$ cat src/rtl/triumph_pkg.sv
// Shared constants and types for the triumph decode stage.
// Instruction format: [31:26] op, [25:21] rd, [20:16] rs1, [15:11] rs2, [15:0] imm16.
package triumph_pkg;
  localparam int XLEN    = 32;
  localparam int NREGS   = 32;
  localparam int REG_AW  = 5;
  localparam int OP_LSB  = 26;
  localparam int RD_LSB  = 21;
  localparam int RS1_LSB = 16;
  localparam int RS2_LSB = 11;
  localparam int IMM_W   = 16;

  localparam logic [5:0] OP_NOP  = 6'd0;
  localparam logic [5:0] OP_ADD  = 6'd1;
  localparam logic [5:0] OP_SUB  = 6'd2;
  localparam logic [5:0] OP_AND  = 6'd3;
  localparam logic [5:0] OP_OR   = 6'd4;
  localparam logic [5:0] OP_ADDI = 6'd5;
  localparam logic [5:0] OP_BEQ  = 6'd6;
  localparam logic [5:0] OP_BNE  = 6'd7;
  localparam logic [5:0] OP_LW   = 6'd8;
  localparam logic [5:0] OP_SW   = 6'd9;

  typedef struct packed {
    logic              valid;
    logic [5:0]        op;
    logic [REG_AW-1:0] rd;
    logic [XLEN-1:0]   rs1_data;
    logic [XLEN-1:0]   rs2_data;
    logic [XLEN-1:0]   imm;
    logic              we;
    logic              branch;
  } idex_t;

  function automatic logic op_writes_rd(input logic [5:0] op);
    return ((op >= OP_ADD) && (op <= OP_ADDI)) || (op == OP_LW);
  endfunction
endpackage

$ cat src/rtl/triumph_regfile.sv
// 2-read / 1-write register file, r0 hardwired to zero, write-first bypass on reads.
module triumph_regfile
  import triumph_pkg::*;
(
  input  logic              clk_i,
  input  logic              rst_i,
  input  logic              we_i,
  input  logic [REG_AW-1:0] waddr_i,
  input  logic [XLEN-1:0]   wdata_i,
  input  logic [REG_AW-1:0] raddr_a_i,
  input  logic [REG_AW-1:0] raddr_b_i,
  output logic [XLEN-1:0]   rdata_a_o,
  output logic [XLEN-1:0]   rdata_b_o
);
  logic [XLEN-1:0] mem_q [NREGS];

  always_ff @(posedge clk_i or posedge rst_i) begin
    if (rst_i) begin
      for (int i = 0; i < NREGS; i++) mem_q[i] <= '0;
    end else if (we_i && (waddr_i != '0)) begin
      mem_q[waddr_i] <= wdata_i;
    end
  end

  // A write landing this cycle is visible to the reader in the same cycle.
  always_comb begin
    rdata_a_o = '0;
    rdata_b_o = '0;
    if (raddr_a_i != '0)
      rdata_a_o = (we_i && (waddr_i == raddr_a_i)) ? wdata_i : mem_q[raddr_a_i];
    if (raddr_b_i != '0)
      rdata_b_o = (we_i && (waddr_i == raddr_b_i)) ? wdata_i : mem_q[raddr_b_i];
  end
endmodule

$ cat src/rtl/triumph_id_stage.sv
// Decode stage: field extraction, register read, load-use hazard detection and the ID/EX register.
module triumph_id_stage
  import triumph_pkg::*;
(
  input  logic              clk_i,
  input  logic              rst_i,
  input  logic              instr_valid_i,
  input  logic [XLEN-1:0]   instr_data_i,
  input  logic              stall_i,
  input  logic              flush_i,
  input  logic              wb_we_i,
  input  logic [REG_AW-1:0] wb_addr_i,
  input  logic [XLEN-1:0]   wb_data_i,
  output logic              ex_valid_o,
  output logic [5:0]        ex_op_o,
  output logic [REG_AW-1:0] ex_rd_o,
  output logic [XLEN-1:0]   ex_rs1_data_o,
  output logic [XLEN-1:0]   ex_rs2_data_o,
  output logic [XLEN-1:0]   ex_imm_o,
  output logic              ex_we_o,
  output logic              ex_branch_o,
  output logic [XLEN-1:0]   opPC_data_o,
  output logic              hazard_o,
  output logic              illegal_o
);
  logic [5:0]        op;
  logic [REG_AW-1:0] rd, rs1, rs2;
  logic [XLEN-1:0]   rs1_data, rs2_data;
  logic              legal;
  idex_t             dec, idex_d, idex_q;
  logic              illegal_d, illegal_q;

  assign op  = instr_data_i[OP_LSB +: 6];
  assign rd  = instr_data_i[RD_LSB +: REG_AW];
  assign rs1 = instr_data_i[RS1_LSB +: REG_AW];
  assign rs2 = instr_data_i[RS2_LSB +: REG_AW];
  assign legal = (op <= OP_SW);

  triumph_regfile u_regfile (
    .clk_i     (clk_i),
    .rst_i     (rst_i),
    .we_i      (wb_we_i),
    .waddr_i   (wb_addr_i),
    .wdata_i   (wb_data_i),
    .raddr_a_i (rs1),
    .raddr_b_i (rs2),
    .rdata_a_o (rs1_data),
    .rdata_b_o (rs2_data)
  );

  // Illegal opcodes travel down the pipe as a NOP.
  always_comb begin
    dec          = '0;
    dec.valid    = 1'b1;
    dec.op       = legal ? op : OP_NOP;
    dec.rd       = legal ? rd : '0;
    dec.rs1_data = rs1_data;
    dec.rs2_data = rs2_data;
    dec.imm      = {{(XLEN-IMM_W){instr_data_i[IMM_W-1]}}, instr_data_i[IMM_W-1:0]};
    dec.we       = legal && op_writes_rd(op) && (rd != '0);
    dec.branch   = (op == OP_BEQ) || (op == OP_BNE);
  end

  assign hazard_o = idex_q.valid && (idex_q.op == OP_LW) && (idex_q.rd != '0) && instr_valid_i &&
                    ((idex_q.rd == rs1) || (idex_q.rd == rs2));

  always_comb begin
    idex_d    = idex_q;
    illegal_d = 1'b0;
    if (flush_i) begin
      idex_d = '0;
    end else if (stall_i) begin
      idex_d = idex_q;
    end else if (hazard_o || !instr_valid_i) begin
      idex_d = '0;
    end else begin
      idex_d    = dec;
      illegal_d = !legal;
    end
  end

  always_ff @(posedge clk_i or posedge rst_i) begin
    if (rst_i) begin
      idex_q    <= '0;
      illegal_q <= 1'b0;
    end else begin
      idex_q    <= idex_d;
      illegal_q <= illegal_d;
    end
  end

  assign ex_valid_o    = idex_q.valid;
  assign ex_op_o       = idex_q.op;
  assign ex_rd_o       = idex_q.rd;
  assign ex_rs1_data_o = idex_q.rs1_data;
  assign ex_rs2_data_o = idex_q.rs2_data;
  assign ex_imm_o      = idex_q.imm;
  assign ex_we_o       = idex_q.we;
  assign ex_branch_o   = idex_q.branch;
  assign opPC_data_o   = idex_q.branch ? idex_q.imm : '0;
  assign illegal_o     = illegal_q;
endmodule

$ cat config.mk
export PLATFORM = sky130hd
export DESIGN_NAME = triumph_id_stage
export DESIGN_NICKNAME = d
export VERILOG_FILES = /design/src/rtl/triumph_pkg.sv /design/src/rtl/triumph_regfile.sv /design/src/rtl/triumph_id_stage.sv
export SDC_FILE = /design/constraint.sdc
export NUM_CORES = 2
export LEC_CHECK = 0
export ABC_AREA = 1
export BUFFER_PORTS_ARGS = -buffer_cell sky130_fd_sc_hd__buf_2
export CAP_MARGIN = 15
export CELL_PAD_IN_SITES_DETAIL_PLACEMENT = 1
export CELL_PAD_IN_SITES_GLOBAL_PLACEMENT = 2
export CORE_ASPECT_RATIO = 2
export CORE_MARGIN = 4
export CORE_UTILIZATION = 39
export CTS_CLUSTER_SIZE = 20
export DETAILED_ROUTE_END_ITERATION = 10
export PLACE_DENSITY = 0.95
export SLEW_MARGIN = 20
export SYNTH_ARGS = -nofsm -noshare
export SYNTH_HDL_FRONTEND = slang
export SYNTH_SLANG_ARGS = --single-unit
$ cat constraint.sdc
create_clock -name clk_i -period 64.3 [get_ports clk_i]
set_input_delay 6.43 -clock clk_i [delete_from_list [all_inputs] [get_ports clk_i]]
set_output_delay 6.43 -clock clk_i [all_outputs]
set_load 0.05 [all_outputs]
==> results.cfg <==
[drt]
top_layer = met5
drt_first_iter_violations = 5911
wl_per_cell_microns = 25.7
vias = 62888
ant_nets = 0
wirelength_mm = 274
met3_length_mm = 21.4
drc_errors = 0
vias_per_cell = 5.90
met2_length_mm = 128
met1_length_mm = 103
first_pass_iters = 5

[sta]
setup_ws_ns = 49.03
setup_viol = 0
fmax_mhz = 65.5
min_period_ns = 15.27
hold_violations = 0
worst_pin_slew_ns = 1.21
finalCritPeriodShare_pct = 23.7
fin_tns_setup_ns = 0
max_slew_margin_pct = 19.4
slew_violations = 0
rsz0062_at_grt = false
skew_ns = 0.0251

[die]
rows = 206
chipWidth_microns = 289
coreArea_sq_um = 157000
fp.dieH_microns = 571
pin_count = 219
start_util_pct = 39.2
die-area_sq_um = 165000

[grt]
grt_pass1_wl_mm = 405
grt_util_all_layers_pct = 32.5
grt_pass1_vias = 64796
antenna_found_initial = 19
grt_max_degree = 170
overflow = 0

[logic_synthesis]
synth_top_area_cell = dfrtp_1
avgSynthCellArea_sq_um = 7.01
synth.net_count = 8896
synth-seq-area-share_pct = 45.3
ys.warnings.count = 0
synth_top_area_share_pct = 45.3
syn_area_sq_um = 61800
synth_area_leaders = dfrtp_1 45%, nand2_1 19%, o21ai_0 8.1%
synth_cells = 8821
synth-seq-cells = 1119
synth.distinct_cells = 29

[power]
p_per_area_nw_per_um2 = 30.1
pwr-share-seq_pct = 45.1
peakVddDrop_mv = 0.0169
p_total_mw = 2.02
clock_power_share_pct = 34.6
combPwrFrac_pct = 20.3
power.switching_uw = 667
swShare_pct = 33.0
p_int_mw = 1.35
power_leakage_nw = 32.4

[cts]
post_cts_buffers = 0
htree_levels = 3
clk_pin_slew_ns = 0.07
clk_latency_ns = 0.73
cts.sinks = 1119
cts_buffers = 104
cts_tree = done
cts-hold-fix-buffers = 0
clock_path_buffers = 3
post_cts_resized = 0
ctsRootBufferMaster = clkbuf_16

[finish]
nets = 8560
nFillCells = 19918
multi_input_area_sq_um = 28500
fin_area_sq_um = 67200
drive_gt1_share_pct = 6.72
area_growth_pct = 8.68
seqCellArea_sq_um = 28000
fin_util_pct = 42.6

[place]
place_area_sq_um = 63400
post-dp-hpwl_mm = 157
gp_routability_congestion = 0.860
placement.io_buffers = 218
post-place-ws_ns = 49.15

[worst_setup_path]
worstPathArrival_ns = 8.84
crit_path_frequent_cell = nand2_1
crit_path_max_fanout = 33
worstSetupStartpoint = instr_data_i[18]
critPathSlowestCell = buf_4
cp-end-kind = primary output
required_ns = 57.87
cp_cell_sequence = buf_4 -> clkinv_2 -> buf_4 -> nand2_1 -> nand2_1 -> nor2_1 -> nand3_1 -> nand2_1 -> nand2_1 -> buf_4 -> inv_1 -> buf_2
r2r_start = ex_rd_o[4]
crit_family = buffers and inverters
start_kind = input port
worst-path-buf-inv = 6
crit_type = input port to primary output
cpPeakStageDelay_ns = 0.51

[hold_path]
hold_path_startpoint = u_regfile.mem_q[1018]
min_path_type = flip-flop to flip-flop

[status]
outcome = finished, final reports clean

[flow_run]
max-cap-violations = 0
sequential cells by signal (all words and copies together), names as in the netlist:
name and flops:
ex_branch_o 1, ex_imm_o 16, ex_op_o 6, ex_rd_o 5, ex_rs1_data_o 32, ex_rs2_data_o 32, ex_valid_o 1, ex_we_o 1
illegal_o 1, u_regfile.mem_q 1024
per-stage QoR:
| step | hold slack (ns) | instances |
|---|---|---|
| finish | 0.379 | 10659 |
| global route | 0.391 | 10653 |
| CTS | 0.382 | 10650 |
| detailed placement | 0.367 | 10459 |
| global placement | 0.365 | 10458 |
| floorplan | 0.429 | 8821 |
cells in the final DEF (no fill, tap or decap), drive strengths merged:
| master | Yosys | layout |
|---|---|---|
| clkinv | 2 | 23 |
| buf | 323 | 320 |
| nor2 | 449 | 449 |
| diode | 0 | 9 |
| inv | 599 | 600 |
| clkbuf | 439 | 147 |
| nand2 | 3191 | 3191 |
| nand3 | 859 | 859 |
| xor2 | 4 | 4 |
| bufinv | 0 | 14 |
| or2 | 6 | 6 |
| and3 | 2 | 2 |
| dfrtp | 1119 | 1119 |
| nand4 | 4 | 4 |
| a21oi | 201 | 201 |
| o21ai | 1222 | 1222 |
| clkinvlp | 0 | 8 |
| nor3 | 12 | 12 |
| nor3b | 1 | 1 |
| o31ai | 1 | 1 |
| or3 | 1 | 1 |
| o22ai | 12 | 12 |
| o211ai | 372 | 372 |
| xnor2 | 2 | 2 |
power groups by stage:
| stage | registers (mW) | logic [mW] | clock network (mW) |
|---|---|---|---|
| after global placement | 0.912 | 0.383 | 0 |
| final | 0.912 | 0.409 | 0.700 |
| after global routing | 0.925 | 0.462 | 0.732 |
| after CTS | 0.908 | 0.407 | 0.707 |
| after detailed placement | 0.920 | 0.403 | 0 |
| after floorplan | 0.909 | 0.283 | 0 |
area by class of cell:
class | count | area share (%)
Antenna cell | 9 | 0.0335
Clock buffer | 147 | 4.69
Clock inverter | 44 | 0.891
Inverter | 601 | 3.42
Multi-Input combinational cell | 6339 | 42.5
Sequential cell | 1119 | 41.7
Tap cell | 2080 | 3.88
Timing Repair Buffer | 320 | 2.93
synthesized netlist by cell type (all sizes together):
cell type,instances
a21oi,201
and3,2
buf,323
clkbuf,439
clkinv,2
dfrtp,1119
inv,599
nand2,3191
nand3,859
nand4,4
nor2,449
nor3,12
nor3b,1
o211ai,372
o21ai,1222
o22ai,12
o31ai,1
or2,6
or3,1
xnor2,2
xor2,4
routing by layer:
| layer | global-route usage, % | vias to the layer above |
|---|---|---|
| met3 | 5.78 | 921 |
| met4 | 21.3 | 14 |
| met2 | 54.0 | 2700 |
| li1 | - | 27765 |
| met5 | 0 | - |
| met1 | 38.5 | 31488 |
final timing paths:
kind / end / cells past startpoint / slack [ns]
worst max-delay path: hazard_o / 12 / 49.03
worst min-delay path: u_regfile.mem_q[1018] / 0 / 0.38
worst max register to register: ex_rs1_data_o[24] / 12 / 61.16
worst min register to register: u_regfile.mem_q[1018] / 0 / 0.38
max in group asynchronous: u_regfile.mem_q[745] / 7 / 54.06
min in group asynchronous: u_regfile.mem_q[730] / 2 / 5.82
cells by family after synthesis:
family	Yosys count	synth area share (%)
AND/OR/NAND/NOR	4525	29.4
AO/OA/AOI/OAI	1808	16.2
buffers and inverters	1363	8.98
flip-flops	1119	45.3
XOR/XNOR	6	0.0850
Note: power is estimated with default switching activity, not from simulation.
